**config.mk**
```make
export PLATFORM = sky130hd
export DESIGN_NAME = hazard_stall_controller
export DESIGN_NICKNAME = d
export VERILOG_FILES = /design/src/rtl/hazard_stall_controller_pkg.sv /design/src/rtl/hazard_stall_controller_operand_decode.sv /design/src/rtl/hazard_stall_controller.sv
export SDC_FILE = /design/constraint.sdc
export NUM_CORES = 1
export LEC_CHECK = 0
export ABC_AREA = 1
export CAP_MARGIN = 10
export CORE_UTILIZATION = 34
export DETAILED_ROUTE_END_ITERATION = 16
export PLACE_DENSITY = 0.83
export SYNTH_ARGS = -nofsm -noshare
export SYNTH_HDL_FRONTEND = slang
export SYNTH_SLANG_ARGS = --single-unit
```
**constraint.sdc**
```tcl
create_clock -name clk -period 2.1 [get_ports clk]
set_input_delay 0.21 -clock clk [delete_from_list [all_inputs] [get_ports clk]]
set_output_delay 0.21 -clock clk [all_outputs]
set_load 0.01 [all_outputs]
```
**src/rtl/hazard_stall_controller_pkg.sv**
```systemverilog
`default_nettype none
// +----------------------------------------------------------------------+
// | hazard_stall_controller_pkg: shared RV32 opcode and register consts  |
// | Rev 1.0                                                              |
// +----------------------------------------------------------------------+
package hazard_stall_controller_pkg;

  localparam logic [6:0] c_OPC_LW    = 7'b0000011;
  localparam logic [6:0] c_OPC_SW    = 7'b0100011;
  localparam logic [6:0] c_OPC_ADDI  = 7'b0010011;
  localparam logic [6:0] c_OPC_ARITH = 7'b0110011;
  localparam logic [6:0] c_OPC_ECALL = 7'b1110011;

  localparam logic [4:0] c_REG_X0  = 5'd0;
  localparam logic [4:0] c_REG_X17 = 5'd17;

endpackage
`default_nettype wire

```
**src/rtl/hazard_stall_controller_operand_decode.sv**
```systemverilog
`default_nettype none
// +----------------------------------------------------------------------+
// | hazard_operand_decode: which source registers the ID instruction uses |
// | Rev 1.0                                                              |
// +----------------------------------------------------------------------+
module hazard_operand_decode
  import hazard_stall_controller_pkg::*;
(
  input  logic [31:0] id_inst,
  output logic        use_rs1,
  output logic        use_rs2,
  output logic        is_ecall,
  output logic [4:0]  rs1,
  output logic [4:0]  rs2
);

  logic [6:0] w_opcode;
  logic       w_unused_bits;

  assign w_opcode      = id_inst[6:0];
  assign rs1           = id_inst[19:15];
  assign rs2           = id_inst[24:20];
  assign w_unused_bits = ^{id_inst[31:25], id_inst[14:7]};

  // ECALL reads x17 implicitly; its dependency is handled by the top, not via rs1/rs2
  always_comb begin
    use_rs1  = 1'b0;
    use_rs2  = 1'b0;
    is_ecall = 1'b0;
    case (w_opcode)
      c_OPC_LW, c_OPC_ADDI: use_rs1 = 1'b1;
      c_OPC_SW, c_OPC_ARITH: begin
        use_rs1 = 1'b1;
        use_rs2 = 1'b1;
      end
      c_OPC_ECALL: is_ecall = 1'b1;
      default: ;
    endcase
  end

endmodule
`default_nettype wire

```
**src/rtl/hazard_stall_controller.sv**
```systemverilog
`default_nettype none
// +----------------------------------------------------------------------+
// | hazard_stall_controller: load-use stall and ECALL drain/halt FSM      |
// | Optional stall counter: HAZARD_STALL_COUNT_EN.            Rev 1.0    |
// +----------------------------------------------------------------------+
module hazard_stall_controller
  import hazard_stall_controller_pkg::*;
#(
  parameter int DRAIN_CYCLES = 3
) (
  input  logic        clk,
  input  logic        reset_n,
  input  logic [31:0] id_inst,
  input  logic        id_x17_is_10,
  input  logic        idex_mem_read,
  input  logic        idex_reg_write,
  input  logic [4:0]  idex_rd,
  output logic        pc_write,
  output logic        ifid_write,
  output logic        idex_bubble,
  output logic        halt,
  output logic [31:0] stall_cycles
);

  localparam logic [1:0] c_RUN    = 2'd0;
  localparam logic [1:0] c_DRAIN  = 2'd1;
  localparam logic [1:0] c_HALTED = 2'd2;

  localparam int                 c_CNT_W    = $clog2(DRAIN_CYCLES + 1);
  localparam logic [c_CNT_W-1:0] c_CNT_INIT = c_CNT_W'(DRAIN_CYCLES - 1);

  logic               w_use_rs1, w_use_rs2, w_is_ecall;
  logic [4:0]         w_rs1, w_rs2;
  logic               w_load_use, w_ecall_dep, w_stall;
  logic [1:0]         r_state, w_next_state;
  logic [c_CNT_W-1:0] r_cnt, w_next_cnt;
  logic               r_halt, w_next_halt;
  logic               w_pc_write, w_ifid_write, w_bubble;

  hazard_operand_decode u_decode (
    .id_inst  (id_inst),
    .use_rs1  (w_use_rs1),
    .use_rs2  (w_use_rs2),
    .is_ecall (w_is_ecall),
    .rs1      (w_rs1),
    .rs2      (w_rs2)
  );

  assign w_load_use  = idex_mem_read && (idex_rd != c_REG_X0) &&
                       ((w_use_rs1 && (w_rs1 == idex_rd)) || (w_use_rs2 && (w_rs2 == idex_rd)));
  // x17 cannot be forwarded into the halt check yet, so wait for the writer to leave ID/EX
  assign w_ecall_dep = w_is_ecall && idex_reg_write && (idex_rd == c_REG_X17);
  assign w_stall     = w_load_use || w_ecall_dep;

  always_ff @(posedge clk or negedge reset_n) begin
    if (!reset_n) begin
      r_state <= c_RUN;
      r_cnt   <= '0;
      r_halt  <= 1'b0;
    end else begin
      r_state <= w_next_state;
      r_cnt   <= w_next_cnt;
      r_halt  <= w_next_halt;
    end
  end

  always_comb begin
    w_next_state = r_state;
    w_next_cnt   = r_cnt;
    w_next_halt  = r_halt;
    w_pc_write   = 1'b0;
    w_ifid_write = 1'b0;
    w_bubble     = 1'b1;
    case (r_state)
      c_RUN: begin
        if (w_stall) begin
          w_next_state = c_RUN;
        end else if (w_is_ecall && id_x17_is_10) begin
          w_next_state = c_DRAIN;
          w_next_cnt   = c_CNT_INIT;
        end else begin
          w_pc_write   = 1'b1;
          w_ifid_write = 1'b1;
          w_bubble     = 1'b0;
        end
      end
      c_DRAIN: begin
        if (r_cnt == '0) begin
          w_next_state = c_HALTED;
          w_next_halt  = 1'b1;
        end else begin
          w_next_cnt = r_cnt - c_CNT_W'(1);
        end
      end
      c_HALTED: w_next_state = c_HALTED;
      default:  w_next_state = c_RUN;
    endcase
  end

  // Front end stays frozen for as long as reset is held, independent of the FSM
  assign pc_write    = reset_n && w_pc_write;
  assign ifid_write  = reset_n && w_ifid_write;
  assign idex_bubble = !reset_n || w_bubble;
  assign halt        = r_halt;

`ifdef HAZARD_STALL_COUNT_EN
  logic [31:0] r_stall_cycles;

  always_ff @(posedge clk or negedge reset_n) begin
    if (!reset_n) begin
      r_stall_cycles <= '0;
    end else if ((r_state == c_RUN) && w_stall && (r_stall_cycles != 32'hFFFF_FFFF)) begin
      r_stall_cycles <= r_stall_cycles + 32'd1;
    end
  end

  assign stall_cycles = r_stall_cycles;
`else
  assign stall_cycles = 32'h0;
`endif

endmodule
`default_nettype wire

```
[Word-level counts from Yosys, hierarchy flattened]
Cells that the tools add are included.
Widths: inputs -> output; s select.
Word-level totals
  output and inout bits: 36
  logic and storage cells: 57
  flip-flop bits (word level): 5
  input port bits: 42
Cells by class
  equality and inequality tests: 15
  mux-type cells: 17
  reduce and logical (&&, ||, !) cells: 21
  add/sub/neg operators: 1
Operators with widths (number)
  $eq 7x6->1 const B: 2
  $mux 2: 6
  $eq 5x5->1: 2
  $mux 1: 9
  $logic_and 1x1->1: 8
  $ne 2x2->1 const B: 4
  $eq 7x2->1 const B: 1
  $eq 7x5->1 const B: 1
  $eq 7x7->1 const B: 1
  $pmux 2 s3: 1
  $eq 5x5->1 const B: 1
  $reduce_bool 5->1: 1
  $logic_not 2->1: 2
  $pmux 2 s2: 1
  $reduce_and 2->1: 2
  $reduce_and 4->1: 1
  $reduce_or 4->1: 1
  $logic_or 1x1->1: 3
  $ne 3x3->1 const B: 1
  $eq 2x1->1 const B: 1
  $eq 2x2->1 const B: 1
  $reduce_bool 2->1: 1
  $reduce_or 2->1: 1
  $sub 2x1->2 const B: 1
  $logic_not 1->1: 1

[Depth between registers and ports, before layout]
Gate-level depths: netlist of run 1.
  depth after elaboration: 10
  gate-level depth with buffers: 12
  gate-level depth less buffers: 12

[Hierarchy]
Synthesis of run 1 repeated with hierarchy kept, for this count alone.
Unflattened totals
  cells, all modules: 160
  area total of the unflattened synthesis: 943.4 µm²
By module, submodules not included
  hazard_stall_controller: seq. area each 125.1 µm², area an instance 829.5 µm², cells an instance 140, times used 1
  hazard_operand_decode: seq. area each 0.0 µm², area an instance 113.9 µm², cells an instance 20, times used 1

[Worst setup path after synthesis of run 1]
Ideal clock, no wire load.
  path kind: reg2out
  start point: reg r_state[0]
  end point: out pc_write
  stages on the path, launching flop included: 8
  arrival: 1.272 ns
  path slack: 0.618 ns
  data required time: 1.890 ns
  path buffers: 1
  path through: dfrtp_1 -> inv_1 -> ha_1 -> nand2_1 -> inv_1 -> nand3_1 -> inv_1 -> buf_4
Between the ends
  cells in the longest elaborated chain, start to end: 3
RTL lines
  from (decl): RTL line hazard_stall_controller.sv:35  | logic [1:0] r_state, w_next_state;
  from (signal assigned): RTL line hazard_stall_controller.sv:57  | r_state <= c_RUN;
  from (signal assigned): RTL line hazard_stall_controller.sv:61  | r_state <= w_next_state;
  $logic_not 2->1
  $mux 1
  $logic_and 1x1->1
  to (decl): RTL line hazard_stall_controller.sv:18  | output logic pc_write,
Every way passes these cells.

[Worst setup path after layout of run 1]
  start point: in idex_rd[1]
  end point: out pc_write
Between the ends
  cells in the longest elaborated chain, start to end: 8
  elaborated cells between the ends (all ways): 14
  classes of those cells: 3 x eq/ne; 2 x mux; 9 x reduce/logical
RTL lines
  from (decl): RTL line hazard_stall_controller.sv:17  | input logic [4:0] idex_rd,
  $eq 5x5->1: RTL line hazard_stall_controller.sv:50  | ((w_use_rs1 && (w_rs1 == idex_rd)) || (w_use_rs2 && (w_rs2 == idex_rd)));
  $logic_and 1x1->1: RTL line hazard_stall_controller.sv:50
  $logic_or 1x1->1: RTL line hazard_stall_controller.sv:50
  $logic_and 1x1->1: RTL line hazard_stall_controller.sv:49  | assign w_load_use = idex_mem_read && (idex_rd != c_REG_X0) &&
  $logic_or 1x1->1 (*): RTL line hazard_stall_controller.sv:53  | assign w_stall = w_load_use || w_ecall_dep;
  $mux 1 (*): RTL line hazard_stall_controller.sv:76  | if (w_stall) begin
  $mux 1 (*): RTL line hazard_stall_controller.sv:74  | case (r_state)
  $logic_and 1x1->1 (*): RTL line hazard_stall_controller.sv:101  | assign pc_write = reset_n && w_pc_write;
Mark *: on every way between the ends. The rest lies on a longest branch, timed or not.

==> summary.md, run 1 <==
| Metric | Value |
|---|---|
| Status | `completed` |
| Antenna cells | `0` |
| Critical Path RT | `1.89 ns` |
| Root buffer cell | `clkbuf_4` |
| Core area | `2480 sq um` |
| Mapped Area | `around 900 sq um` |
| Ys flop type | `dfrtp_1` |
| Initial antenna violation count | `0` |
| WP data arrival | `between 1.5 and 2 ns` |
| CTS tree | `built` |
| Post-Place Setup Slack | `-0.154 ns` |
| I/O pin count | `approximately 80` |
| DR iter-0 viols | `3` |
| Post-synth top area share | `27.7%` |
| Post-DR wirelength/cell | `between 7 and 8 um` |
| Drt pass-1 iters | `4` |
| Die W | `about 53 um` |
| Final ANT Viol Nets | `0` |
| RSZ-0062 raised after global routing | `false` |
| Count leader, synth | `nand2_1` |
| Ys Warns | `0` |
| Clock-pin slew on the worst setup and hold paths | `around 0.040 ns` |
| Max-Cap Viols | `0` |
| Layout Nets | `between 200 and 250` |
| Startpoint Class | `input pin` |
| Critical-path cell list | `clkdlybuf4s50_1 > inv_2 > nor2_1 > nor2_1 > nand3_1 > nand2_2 > a21oi_2 > nand3_1 > inv_1 > dlygate4sd2_1` |
| Post-synth cell types | `21` |
| CP Class | `in2out` |
| Remaining Overflow, GRT | `0` |
| Wire length of the first global-routing pass | `about 2.5 mm` |
| WL final | `around 1.7 mm` |
| Clock Sinks | `5` |
| Sequential area share after synthesis | `14.0%` |
| DP HPWL | `approximately 1.6 mm` |
| Vias in the first global route | `674` |
| CP max stage cell | `clkdlybuf4s50_1` |
| Hold Path Class | `in2async` |
| Worst-skew pair later-pin latency | `0.24 ns` |
| Drt drc | `0` |
| CP max FO | `4` |
| DR vias/cell | `3.86` |
| Hold-fix buffers at CTS | `0` |
| Post-route minimum period | `between 1.5 and 2 ns` |
| Crit. End Element | `output port` |
| P&R area growth vs syn | `32.5%` |
| Die area | `around 2800 sq um` |
| Die span in y | `53.3 um` |
| Cell taking the most area after synthesis | `buf_4` |
| GP Congestion | `0.755` |
| CTS Buf Count | `3` |
| Yosys reg bits | `5` |
| Final setup viols | `0` |
| Fraction of layout cells with a size suffix above 1 | `between 10% and 20%` |
| EDFF count, synth | `0` |
| Vias | `830` |
| Max clock buf depth | `2` |
| Fraction of registers with async set or reset after synthesis | `100%` |
| Max VDD drop | `0.000532 V` |
| Initial Util | `between 30% and 40%` |
| List of most frequent post-synthesis cells | `nand2_1 (43), buf_4 (33), inv_1 (19)` |
| Final worst path period share | `89.8%` |
| Hold Vio Cnt, Final | `0` |
| Critical Path Max Stage Delay | `between 0.5 and 0.6 ns` |
| Avg Cell Area, Syn | `about 6.1 sq um` |
| Maximum number of pins on one net before global-route repair | `6` |
| Fin. max-slew vios | `0` |
| GRT Util Overall | `12.3%` |
| Final core area utilization | `a little under half` |
| Synthesized instance count | `approximately 150` |
| Fin worst setup slack | `0.214 ns` |
| Leak Pwr | `0.687 nW` |
| Worst clock skew | `about 0.0026 ns` |
| Worst hold slack | `around 0.28 ns` |
| CTS H-tree depth | `1` |
| Row cnt | `18` |
| Port-buffer cells | `30` |
| Pwr per Cell Area | `roughly 670 nW/um^2` |
| Synth top area cells | `buf_4 (28%), nand2_1 (18%), dfrtp_1 (14%), inv_1 (8.0%), ha_1 (5.6%)` |
| Fmax achieved | `between 0.5 and 0.6 GHz` |
## logic make-up after synthesis
family | synth area share, %
compound gates | 3.21
xor+xnor | 0.978
fa+ha+maj | 5.59
buf+inv | 37.7
flops | 14.0
other cells | 0.419
simple gates | 38.1
## through the flow
step	area (sq um)	std cells	setup TNS (ns)	total power [mW]
floorplan	1010	177	0	0.550
global placement	1150	211	-0.319	0.673
detailed placement	1150	211	-0.376	0.707
CTS	1190	215	0	0.807
global route	1190	215	0	0.879
finish	1190	215	0	0.796
## layout make-up
type / count / area [sq um]
Clock buffer: 4 / 26.3
Fill cell: 259 / 1290
Inverter: 24 / 90.1
Multi-Input combinational cell: 115 / 561
Sequential cell: 5 / 125
Tap cell: 30 / 37.5
Timing Repair Buffer: 37 / 348
## worst max-delay path: cells and delay by family
| family | cells | cell delay (ns) |
|---|---|---|
| and+or+nand+nor | 5 | 0.39 |
| buffers and inverters | 4 | 0.93 |
| AOI/OAI and AO/OA | 1 | 0.14 |
## power by group
part	leakage, nW	total [mW]	internal (mW)	switching, mW
Sequential	0.0590	0.173	0.140	0.0327
Combinational	0.613	0.515	0.227	0.288
Clock	0.0150	0.108	0.0717	0.0366
Total	0.687	0.796	0.439	0.357
## final timing paths
path,start,end,slack [ns],cells after the start
min in group clk,halt$_DFFE_PN0P_,halt$_DFFE_PN0P_,0.49,1
min,reset_n,r_state[0]$_DFFE_PN0P_,0.28,2
max,idex_rd[1],pc_write,0.21,10
min reg2reg,halt$_DFFE_PN0P_,halt$_DFFE_PN0P_,0.49,1
max reg2reg,r_state[1]$_DFFE_PN0P_,r_cnt[1]$_DFFE_PN0P_,0.53,8
max in group asynchronous,reset_n,r_cnt[1]$_DFFE_PN0P_,1.72,2
## metal layers
metal / wire (um) / GRT usage, %
met5: 0 / 0
met4: 6 / 5.26
met3: 108 / 1.15
met2: 925 / 25.4
met1: 654 / 11.9
## sequential cells by signal (all words and copies together), names as in the netlist
register,flops
r_cnt,2
halt,1
r_state,2
## cell usage in the layout (no fill, tap or decap), types with 4 or more instances in the layout
cell	n
nand2_1	43
conb_1	32
clkdlybuf4s50_1	26
inv_1	19
nand3_1	10
nor2_1	8
buf_4	7
inv_2	5
nand2_2	5
dfrtp_1	5
ha_1	4
dlygate4sd2_1	4
## what timing repair did
action | in CTS | in global routing
gates resized for setup | 7 | 0
buffers inserted | 0 | 0
endpoints found under the setup margin | 3 | 0
No activity file was read; power rests on OpenSTA's default activity.
==> run 2: changes to the inputs <==
--- a/config.mk
+++ b/config.mk
@@ -7,9 +7,10 @@
 export LEC_CHECK = 0
 export ABC_AREA = 1
 export CAP_MARGIN = 10
-export CORE_UTILIZATION = 34
+export CORE_UTILIZATION = 35
+export CTS_BUF_LIST = sky130_fd_sc_hd__clkbuf_8
 export DETAILED_ROUTE_END_ITERATION = 16
-export PLACE_DENSITY = 0.83
+export PLACE_DENSITY = 0.85
 export SYNTH_ARGS = -nofsm -noshare
 export SYNTH_HDL_FRONTEND = slang
 export SYNTH_SLANG_ARGS = --single-unit
==> run 2 against run 1 <==
  * Clock power is 56% higher
  * Cell count is 0.47% lower
  * Via count is 2.0% lower
  * Total power is 5.5% higher
  * Global-route usage is 0.092 points lower
  * Setup slack worse by 0.021 ns
  * Register-to-register slack better by 0.03 ns
  * Clock skew is 0.0015 ns lower
  * Die area is 2.8% lower
  * Critical path depth is 1 lower
==> summary.md, run 2 (synthesis results as in run 1) <==
| Metric | Value |
|---|---|
| Die span in y | `52.6 um` |
| Worst hold slack | `around 0.28 ns` |
| Core area | `approximately 2300 sq um` |
| Die area | `2770 sq um` |
| Clock share of power | `20.1%` |
| Row cnt | `17` |
| CP Buf/Inv Count | `4` |
| RSZ-0062 raised after global routing | `false` |
| Post-route minimum period | `around 1.9 ns` |
| WP data arrival | `between 1.5 and 2 ns` |
| Wire length of the first global-routing pass | `about 2.5 mm` |
| Crit. End Element | `output port` |
| Sequential cell area | `around 130 sq um` |
| CP top delay family | `buffers and inverters` |
| Maximum number of pins on one net before global-route repair | `6` |
| Final ANT Viol Nets | `0` |
| Net Sw Frac | `between 40% and 50%` |
| Post-Place Setup Slack | `-0.151 ns` |
| DR iter-0 viols | `10` |
| Comb pwr share | `between 60% and 70%` |
| Initial antenna violation count | `0` |
| Post-route cell area | `around 1200 sq um` |
| Worst R2R Path Depth | `8` |
| Post-route setup TNS | `0 ns` |
| Clock Sinks | `5` |
| Final worst path period share | `90.8%` |
| CTS tree | `built` |
| Fillers | `~240` |
| Hold Path Class | `in2async` |
| Commonest non-fill, non-tap cells in the layout | `nand2_1 (43), conb_1 (32), clkdlybuf4s50_1 (26), inv_1 (20), nand3_1 (10)` |
| Pwr per Cell Area | `a little under 700 nW/um^2` |
| DP HPWL | `roughly 1.4 mm` |
| CP max FO | `3` |
| Max-Cap Viols | `0` |
| Power share of the sequential group | `between 15 and 20%` |
| Critical Path RT | `~1.9 ns` |
| Vias in the first global route | `around 660` |
| Area after DPL | `between 1000 and 1500 sq um` |
| P&R area growth vs syn | `35.2%` |
| Fmax achieved | `approximately 0.52 GHz` |
| Final setup viols | `0` |
| Status | `completed` |
| P_sw | `347 uW` |
| GRT Util Overall | `about an eighth` |
| Critical-path cell list | `clkdlybuf4s50_1 > buf_4 > nor3_2 > nand2_1 > nor2_1 > a21oi_2 > nand3_1 > inv_1 > dlygate4sd2_1` |
| Remaining Overflow, GRT | `0` |
| Drt pass-1 iters | `4` |
| Fin worst setup slack | `0.193 ns` |
| Leak Pwr | `0.704 nW` |
| Startpoint Class | `input pin` |
| DR vias/cell | `3.80` |
| Die W | `approximately 53 um` |
| Post-DR wirelength/cell | `roughly 7.4 um` |
| Max clock buf depth | `2` |
| Internal | `around 490 uW` |
| Most common cell after layout, fill and taps aside | `nand2_1` |
| Antenna cells | `0` |
| Hold-fix buffers at CTS | `0` |
| Final Non-Filler Cells | `214` |
| Root buffer cell | `clkbuf_8` |
| PostCTS Resize Cnt | `7` |
| Vias | `about 800` |
| I/O pin count | `just under 80` |
| Fraction of layout cells with a size suffix above 1 | `15.6%` |
| Fin. max-slew vios | `0` |
| Port-buffer cells | `30` |
| Dpl cells | `210` |
| WL final | `1.57 mm` |
| Critical Path Max Stage Delay | `around 0.45 ns` |
| Layout Nets | `233` |
| Multi-input gate area | `561 sq um` |
| CTS H-tree depth | `1` |
| Hold Vio Cnt, Final | `0` |
| GP Congestion | `0.751` |
| Max VDD drop | `around 0.0006 V` |
| Post-CTS Setup Inserts | `0` |
| CP Class | `in2out` |
| Drt drc | `0` |
| Worst-skew pair later-pin latency | `about 0.22 ns` |
| Clock-pin slew on the worst setup and hold paths | `0.03 ns` |
| Crit path depth | `9` |
| Worst clock skew | `0.00110 ns` |
| Initial Util | `approximately two fifths` |
| CTS Buf Count | `3` |
| CP max stage cell | `clkdlybuf4s50_1` |
[run 2: changes by cell type in the layout (fill, tap and decap cells not counted), sizes merged]
cell / before / now
clkbuf: 4 / 3
buf: 7 / 8
inv: 24 / 25
[run 2: cell type report]
type                            instances  share of cell area [%]
Clock inverter                          1                   0.310
Tap cell                               28                    2.89
Clock buffer                            3                    3.41
Timing Repair Buffer                   38                    29.3
Inverter                               24                    7.44
Sequential cell                         5                    10.3
Multi-Input combinational cell        115                    46.3
[run 2: worst paths after layout]
| kind | start | to | slack, ns |
|---|---|---|---|
| max in group asynchronous | reset_n | halt$_DFFE_PN0P_ | 1.71 |
| min | reset_n | r_state[0]$_DFFE_PN0P_ | 0.28 |
| min in group clk | halt$_DFFE_PN0P_ | halt$_DFFE_PN0P_ | 0.45 |
| max | idex_rd[1] | ifid_write | 0.19 |
| min reg2reg | halt$_DFFE_PN0P_ | halt$_DFFE_PN0P_ | 0.45 |
| max reg2reg | r_state[1]$_DFFE_PN0P_ | r_cnt[0]$_DFFE_PN0P_ | 0.56 |
[run 2: routing by layer]
metal,global-route usage [%],vias up,part of all wire [%]
met2,23.4,32,51
met5,0,-,0
li1,-,457,-
met4,5.26,0,0
met3,2.03,0,6.6
met1,12.8,324,42
[run 2: worst register-to-register path: cells and delay by family (launching register included)]
family                   cells  cell delay (ns)
AO/OA/AOI/OAI                1             0.16
AND/OR/NAND/NOR              4             0.50
adder cells (fa/ha/maj)      1             0.19
buffers and inverters        2             0.18
flip-flops                   1             0.38
[run 2: power groups by stage]
| stage | combinational [mW] | sequential [mW] | clock (mW) |
|---|---|---|---|
| after floorplan | 0.383 | 0.168 | 0 |
| after global placement | 0.507 | 0.167 | 0 |
| after detailed placement | 0.522 | 0.169 | 0 |
| after CTS | 0.511 | 0.168 | 0.174 |
| after global routing | 0.579 | 0.174 | 0.184 |
| final | 0.504 | 0.167 | 0.168 |
[run 2: per-stage QoR]
| step | util [%] | power (mW) |
|---|---|---|
| floorplan | - | 0.550 |
| global route | 52.2 | 0.936 |
| CTS | 52.2 | 0.853 |
| global placement | 50.0 | 0.674 |
| finish | 52.2 | 0.840 |
| detailed placement | 50.0 | 0.691 |
==> run 3: changes to the inputs <==
--- a/config.mk
+++ b/config.mk
@@ -7,10 +7,12 @@
 export LEC_CHECK = 0
 export ABC_AREA = 1
 export CAP_MARGIN = 10
-export CORE_UTILIZATION = 35
+export CORE_MARGIN = 5
+export CORE_UTILIZATION = 36
 export CTS_BUF_LIST = sky130_fd_sc_hd__clkbuf_8
 export DETAILED_ROUTE_END_ITERATION = 16
 export PLACE_DENSITY = 0.85
 export SYNTH_ARGS = -nofsm -noshare
 export SYNTH_HDL_FRONTEND = slang
+export SYNTH_HIERARCHICAL = 1
 export SYNTH_SLANG_ARGS = --single-unit
==> constraint.sdc (replaced) <==
create_clock -name clk -period 2.1 [get_ports clk]
set_input_delay 0.525 -clock clk [delete_from_list [all_inputs] [get_ports clk]]
set_output_delay 0.525 -clock clk [all_outputs]
set_load 0.01 [all_outputs]
==> run 3 against run 2 <==
  * Critical path depth up 3
  * Area after synthesis increased by 5.3%
  * Hold slack better by 0.19 ns
  * Non-clock buffer count grew 3
  * Sequential power hardly changed
  * Die area increased by 35%
  * Flip-flop and latch count stayed put
  * Combinational power increased by 4%
  * Final area is 1.7% lower
  * Register-to-register slack better by 0.11 ns
  * Critical path type unchanged
==> summary.md, run 3 <==
| Metric | Value |
|---|---|
| Worst clock skew | `0.00120 ns` |
| GRT Util Overall | `around a tenth` |
| Fillers | `about 260` |
| Vias | `about 900` |
| Initial Util | `37.7%` |
| Drt pass-1 iters | `4` |
| CP Class | `in2out` |
| Fin worst setup slack | `0.0222 ns` |
| Vias in the first global route | `roughly 790` |
| Mapped Area | `about 940 sq um` |
| Hold Path Class | `reg2reg` |
| Die area | `roughly 3700 sq um` |
| Avg Cell Area, Syn | `5.90 sq um` |
| Sequential area share after synthesis | `a little over an eighth` |
| Port-buffer cells | `30` |
| Root buffer cell | `clkbuf_8` |
| Critical Path RT | `~1.6 ns` |
| Final worst path period share | `approximately 99%` |
| Die W | `61.2 um` |
| Final Non-Filler Cells | `~220` |
| DR vias/cell | `~4.0` |
| Core area | `between 2000 and 2500 sq um` |
| Crit. End Element | `output port` |
| Final ANT Viol Nets | `0` |
| P&R area growth vs syn | `26.3%` |
| Pwr per Cell Area | `719 nW/um^2` |
| Remaining Overflow, GRT | `0` |
| Total power | `857 uW` |
| Die span in y | `61.2 um` |
| Fraction of layout cells with a size suffix above 1 | `24.4%` |
| RSZ-0062 raised after global routing | `true` |
| CTS tree | `built` |
| Row cnt | `18` |
| GP Congestion | `approximately 0.83` |
| Cell taking the most area after synthesis | `buf_4` |
| Hold Vio Cnt, Final | `0` |
| Clock Sinks | `5` |
| Commonest non-fill, non-tap cells in the layout | `nand2_1 (42), conb_1 (32), inv_1 (21), nor2_1 (12), buf_4 (11)` |
| Clock-pin slew on the worst setup and hold paths | `roughly 0.030 ns` |
| I/O pin count | `78` |
| Fin. max-slew vios | `0` |
| Dpl cells | `about 220` |
| Leak Pwr | `about 0.74 nW` |
| Startpoint Class | `input pin` |
| Maximum number of pins on one net before global-route repair | `6` |
| CP max FO | `3` |
| Max VDD drop | `approximately 0.00059 V` |
| Max-Cap Viols | `0` |
| Worst hold slack | `approximately 0.48 ns` |
| Post-synth cell types | `17` |
| Yosys reg bits | `5` |
| DR iter-0 viols | `26` |
| Layout Nets | `between 200 and 250` |
| WP data arrival | `about 1.6 ns` |
| Post-route minimum period | `2.08 ns` |
| CTS H-tree depth | `1` |
| Post-Place Setup Slack | `-0.799 ns` |
| WL final | `approximately 2.0 mm` |
| Post-DR wirelength/cell | `around 8.9 um` |
| Post-synth top area share | `34.2%` |
| EDFF count, synth | `0` |
| Post-route cell area | `around 1200 sq um` |
| Ys flop type | `dfrtp_1` |
| Area after DPL | `~1100 sq um` |
| Max clock buf depth | `2` |
| CTS Buf Count | `3` |
| Worst-skew pair later-pin latency | `roughly 0.22 ns` |
| List of most frequent post-synthesis cells | `nand2_1 (44), buf_4 (43), inv_1 (23)` |
| DP HPWL | `1.74 mm` |
| Fraction of registers with async set or reset after synthesis | `100%` |
| Initial antenna violation count | `0` |
| Drt drc | `0` |
| Synth top area cells | `buf_4 (34%), nand2_1 (18%), dfrtp_1 (13%), inv_1 (9.2%), nor2_1 (6.0%)` |
| Wire length of the first global-routing pass | `3.06 mm` |
| Most common cell after layout, fill and taps aside | `nand2_1` |
| Synthesized instance count | `160` |
| Status | `completed` |
| Final setup viols | `0` |
| Antenna cells | `0` |
| Count leader, synth | `nand2_1` |
| Ys Warns | `6` |
| Fmax achieved | `0.481 GHz` |
-- run 3: cell count changes in the layout (fill, tap and decap cells not counted), moves of 3 or more --
cell             previous run  this run
buf_6                       0         4
clkdlybuf4s15_1             0         7
clkdlybuf4s50_1            26         5
buf_2                       0         8
nor2_1                      8        12
buf_4                       8        11
-- run 3: final timing paths --
path / startpoint / end / slack [ns] / cells after the start
max: id_inst[3] / ifid_write / 0.02 / 12
min: halt$_DFFE_PN0P_ / halt$_DFFE_PN0P_ / 0.48 / 2
max reg2reg: r_state[0]$_DFFE_PN0P_ / r_cnt[1]$_DFFE_PN0P_ / 0.67 / 8
min reg2reg: halt$_DFFE_PN0P_ / halt$_DFFE_PN0P_ / 0.48 / 2
max in group asynchronous: reset_n / r_cnt[1]$_DFFE_PN0P_ / 1.39 / 2
min in group asynchronous: reset_n / halt$_DFFE_PN0P_ / 0.61 / 2
-- run 3: power breakdown --
part	internal, mW	switching [mW]
logic	0.233	0.289
registers	0.142	0.0231
clock network	0.125	0.0449
-- run 3: area by class of cell --
class	count	area [sq um]	area share, %
inverter	26	97.6	8.19
tap	30	37.5	3.15
multi-input combinational	117	549	46.1
clock inverter	1	3.75	0.315
sequential	5	125	10.5
clock buffer	3	41.3	3.47
timing repair buffer	41	337	28.3
-- run 3: cells by family (layout without fill, tap and decap cells) --
logic type / count (synthesis) / count (layout) / synth area share [%]
other: 1 / 32 / 0.397
and+or+nand+nor: 77 / 77 / 34.1
adders and majority gates: 4 / 4 / 5.31
DFF: 5 / 5 / 13.3
buffers and inverters: 69 / 71 / 44.6
AOI/OAI and AO/OA: 4 / 4 / 2.39
-- run 3: per-layer routing --
| layer | track usage (%) | wire length [um] | vias to the layer above |
|---|---|---|---|
| met3 | 1.68 | 204 | 6 |
| met2 | 19.0 | 1010 | 38 |
| met1 | 12.4 | 723 | 392 |
| met4 | 4.33 | 46 | 0 |
| met5 | 0 | 0 | - |
| li1 | - | - | 467 |
-- run 3: what timing repair did --
item                       CTS  global route
setup endpoints to repair    3             3
gates resized for setup     75             8
pin swaps                   23            11
hold buffers                 0             0
hold endpoints to repair     0             0
setup buffers                2             0
-- run 3: critical path: stages --
cell      delay, ns
buf_6          0.09
nor2_4         0.11
nand2_4        0.07
nor2_2         0.08
nand2_1        0.06
nor2_1         0.10
nand3_1        0.10
nand2_2        0.10
a21boi_2       0.06
nand3_1        0.08
inv_1          0.05
buf_2          0.13
-- run 3: metrics by stage --
| stage | util, % | TNS, ns |
|---|---|---|
| after floorplan | - | 0 |
| after global placement | 45.7 | -2.43 |
| after detailed placement | 45.7 | -2.63 |
| after CTS | 46.8 | -0.00861 |
| after global routing | 47.6 | -0.239 |
| final | 47.6 | 0 |
==> patch 1 (flow settings as in run 3) <==
The parameter `DRAIN_CYCLES` goes from 3 to 6.
--- a/src/rtl/hazard_stall_controller.sv
+++ b/src/rtl/hazard_stall_controller.sv
@@ -8,3 +8,3 @@
 #(
-  parameter int DRAIN_CYCLES = 3
+  parameter int DRAIN_CYCLES = 6
 ) (
Check against the original RTL: not equivalent (Yosys sat finds a counterexample within 10 cycles, from zero or initial values and one cycle with reset_n low).
==> patch 1 against run 3 <==
  * Cell area rose by 11%
  * Count of clock-buffer cells in the layout did not move
  * Wire length rose by 6.1%
  * Clock skew barely moved
  * Final cell count rose by 6.3%
  * Worst setup slack improved by 0.026 ns
  * Sequential cell count rose by 1
  * Area after synthesis rose by 9.2%
  * Fmax rose by 1.3%
  * Register-to-register slack got worse by 0.03 ns
  * Global-route usage fell by 0.27 points
  * Combinational power rose by 24%
  * Total power rose by 18%
  * Critical path type unchanged
  * Largest power group unchanged
==> patch 1: results <==
{
  "slowest_delay_ns": 0.17,
  "first_global_vias": 913,
  "drive_above_1_share": 0.277,
  "nFillCells": 281,
  "final_util": 0.481,
  "first_pass_iters": 2,
  "num_rows": 19,
  "yosysSeqAreaShare": 0.146,
  "grt_first_pass_wirelength_mm": 3.46,
  "ys_top_cells_by_count": "45 x nand2_1, 43 x buf_4, 21 x inv_1",
  "placed_cells": 227,
  "place_congestion": 0.800,
  "cpMaxStageDelayCell": "a21boi_2",
  "drt_wl_total_mm": 2.10,
  "intPower_w": 0.000590,
  "cts_sinks": 6,
  "outcome": "finished, final reports clean",
  "seq_power_w": 0.000202,
  "placed_area_um2": 1240,
  "sh_seq_area": 0.113,
  "rr_worst_depth": 9,
  "synth_cell_types": 19,
  "crit_end": "pc_write",
  "p_per_area_nw_per_um2": 764,
  "cp-startpoint": "id_inst[0]",
  "fin_skew_ns": 0.00100,
  "multi_input_area_um2": 607,
  "period_share": 0.977,
  "hold_depth": 1,
  "num-nets-final": 255,
  "avgSynthCellArea_um2": 6.13
}
## patch 1: cell types whose count changed in the layout (fill, tap and decap cells not counted), sizes merged, moves of 2 or more
cell                run 3  this run
nand2                  49        51
dlygate4sd2             5         3
buf                    23        29
a21oi                   1         3
nand3                   9        12
## patch 1: timing repair
action	CTS	global route
pin swaps	25	14
hold endpoints to repair	0	0
resized for setup	69	16
endpoints found under the setup margin	3	8
buffers inserted	6	1
## patch 1: layer usage
metal | wire, µm | GRT usage
met1 | 792 | 0.109
met2 | 1120 | 0.188
met3 | 180 | 0.0284
met4 | 12 | 0.0442
met5 | 0 | 0
## patch 1: kinds of logic after synthesis
family,count (synthesis),share of synthesized area
buffers and inverters,69,0.408
DFF,6,0.146
other,1,0.00364
and+or+nand+nor,80,0.343
adders and majority gates,5,0.0608
AOI/OAI and AO/OA,7,0.0389
==> patch 2 (config.mk and constraints of run 3) <==
Made on the original files. Build with the macro `HAZARD_STALL_COUNT_EN` defined.
--- a/src/rtl/hazard_stall_controller.sv
+++ b/src/rtl/hazard_stall_controller.sv
@@ -5,2 +5,4 @@
 // +----------------------------------------------------------------------+
+`define HAZARD_STALL_COUNT_EN
+
 module hazard_stall_controller
Behaviour: not the same (a bounded check fails within 4 cycles, from zero or initial values and one cycle with reset_n low).
==> patch 2 against run 3 <==
  * The run now ends with negative setup slack left
  * Count of clock-buffer cells in the layout grew 3
  * Sequential power grew to 4.8 times the old value
  * Cell area grew to 3.2 times the old value
  * Sequential cell count grew 32
  * Highest routed layer unchanged
  * Total power grew 130%
  * Largest cell class unchanged
  * Clock power grew to 2.9 times the old value
  * Wire length grew to 4.2 times the old value
  * Die area grew to 2.7 times the old value
  * Clock skew grew 0.0035 ns
  * Area after synthesis grew to 3.1 times the old value
  * Worst setup slack lost 0.030 ns
  * Critical endpoint is now pc_write
  * Fmax shrank 1.4%
==> patch 2: results <==
{
  "outcome": "finished, violations left",
  "violations": "negative setup slack",
  "crit_family": "simple AND/OR/NAND/NOR gates",
  "clk_latency_ns": 0.29,
  "nFillCells": 805,
  "setup_tns_ns": -0.0148,
  "wl_per_cell_um": 13.1,
  "placed_area_um2": 3660,
  "first_global_vias": 3125,
  "placed_cells": 626,
  "setup_viol": 2,
  "place_congestion": 1.00,
  "async_flop_share": 1.00,
  "fin_ws_ns": -0.00786,
  "worstSetupEndpointType": "output pin",
  "drt-initial-drc-count": 168,
  "post-synth-top-count-cell": "nand2_1",
  "rr_worst_depth": 9,
  "grtUsageTotal": 0.169,
  "ir_drop_mv": 0.460,
  "first_pass_iters": 5,
  "path_clk_slew_ns": 0.07,
  "synth_compound_area_frac": 0.00768,
  "slowest_delay_ns": 0.19,
  "synthTopCellsByArea": "dfrtp_1 32%, nand2_1 26%, nor2_1 8.3%, nand4_1 7.7%, inv_1 4.6%",
  "switching_share": 0.349,
  "arrival_ns": 1.58,
  "reg2reg_setup_slack_ns": 0.28,
  "fin_skew_ns": 0.00469,
  "drt_wl_total_mm": 8.34,
  "largest_reg_flops": 32,
  "cts_buffer_depth": 2,
  "synth_fa_ha_area_frac": 0.0213,
  "synth_cell_types": 28,
  "syn_inst": 466,
  "synthMuxAreaShare": 0,
  "hold_class": "input port to async pin",
  "drive_above_1_share": 0.133,
  "grt_first_pass_wirelength_mm": 14.0,
  "yosys_warnings": 6,
  "synth_xor_area_frac": 0.0448,
  "cts-buffers-inserted": 5,
  "n_antenna_cell": 0,
  "io_buffers": 62,
  "pre_cts_slack_ns": -0.844,
  "num-nets-final": 580,
  "r2r_start": "stall_cycles[1]$_DFFE_PN0P_",
  "grt_max_degree": 38,
  "cp-startpoint": "idex_rd[3]",
  "dp_hpwl_mm": 6.43,
  "rr_endpoint": "stall_cycles[6]$_DFFE_PN0P_",
  "yosysSeqAreaShare": 0.316,
  "leakage_nw": 1.87,
  "via_per_inst": 5.08,
  "crit_end": "pc_write",
  "ys_top_cells_by_count": "205 x nand2_1, 65 x nor2_1, 37 x dfrtp_1",
  "antenna_found_initial": 0,
  "tightest_slew_ns": 0.458,
  "h-tree-depth": 2,
  "cpMaxStageDelayCell": "nor3_4"
}
patch 2: stage by stage:
step	hold slack, ns	util
4_1_cts	0.348	0.466
6_report	0.346	0.471
5_1_grt	0.394	0.471
3_5_place_dp	0.456	0.452
3_3_place_gp	0.451	0.452
2_1_floorplan	0.229	-
patch 2: how the worst min path moves through the flow:
| stage | start | endpoint | depth (start not counted) |
|---|---|---|---|
| 6_report | reset_n | stall_cycles[7]$_DFFE_PN0P_ | 2 |
| 5_1_grt | reset_n | stall_cycles[20]$_DFFE_PN0P_ | 2 |
| 4_1_cts | reset_n | stall_cycles[12]$_DFFE_PN0P_ | 2 |
| 3_5_place_dp | halt$_DFFE_PN0P_ | halt$_DFFE_PN0P_ | 2 |
| 3_3_place_gp | halt$_DFFE_PN0P_ | halt$_DFFE_PN0P_ | 2 |
| 2_1_floorplan | reset_n | halt$_DFFE_PN0P_ | 0 |
patch 2: timing repair:
| action | in CTS | in global routing |
|---|---|---|
| buffers inserted | 4 | 1 |
| endpoints found under the setup margin | 3 | 37 |
| pin swaps | 23 | 18 |
| resized for setup | 69 | 28 |
| cloned | 0 | 0 |
patch 2: final cells by class:
cell class,instances,area [µm²],area share
Tap cell,105,131,0.0345
Clock buffer,6,82.6,0.0217
Timing Repair Buffer,84,751,0.197
Multi-Input combinational cell,368,1780,0.466
Clock inverter,1,3.75,0.000985
Sequential cell,37,926,0.243
Inverter,37,141,0.0371
patch 2: power by group through the flow:
| stage | registers (W) | logic, W | clock network, W |
|---|---|---|---|
| final | 0.000784 | 0.000664 | 0.000496 |
| after global routing | 0.000788 | 0.000751 | 0.000528 |
| after CTS | 0.000783 | 0.000641 | 0.000507 |
| after floorplan | 0.000803 | 0.000397 | 0 |
| after detailed placement | 0.000797 | 0.000647 | 0 |
| after global placement | 0.000792 | 0.000611 | 0 |
patch 2: per-layer routing:
metal / global-route usage / vias up / routed length (µm)
met2: 0.308 / 102 / 4260
met4: 0.0497 / 0 / 156
li1: - / 1603 / -
met5: 0 / - / 0
met3: 0.0306 / 15 / 468
met1: 0.201 / 1522 / 3460
patch 2: kinds of logic after synthesis:
| group | Yosys count |
|---|---|
| and+or+nand+nor | 344 |
| buffers and inverters | 61 |
| DFF | 37 |
| xor gates and xnor gates | 15 |
| adders and majority gates | 5 |
| AOI/OAI and AO/OA | 4 |
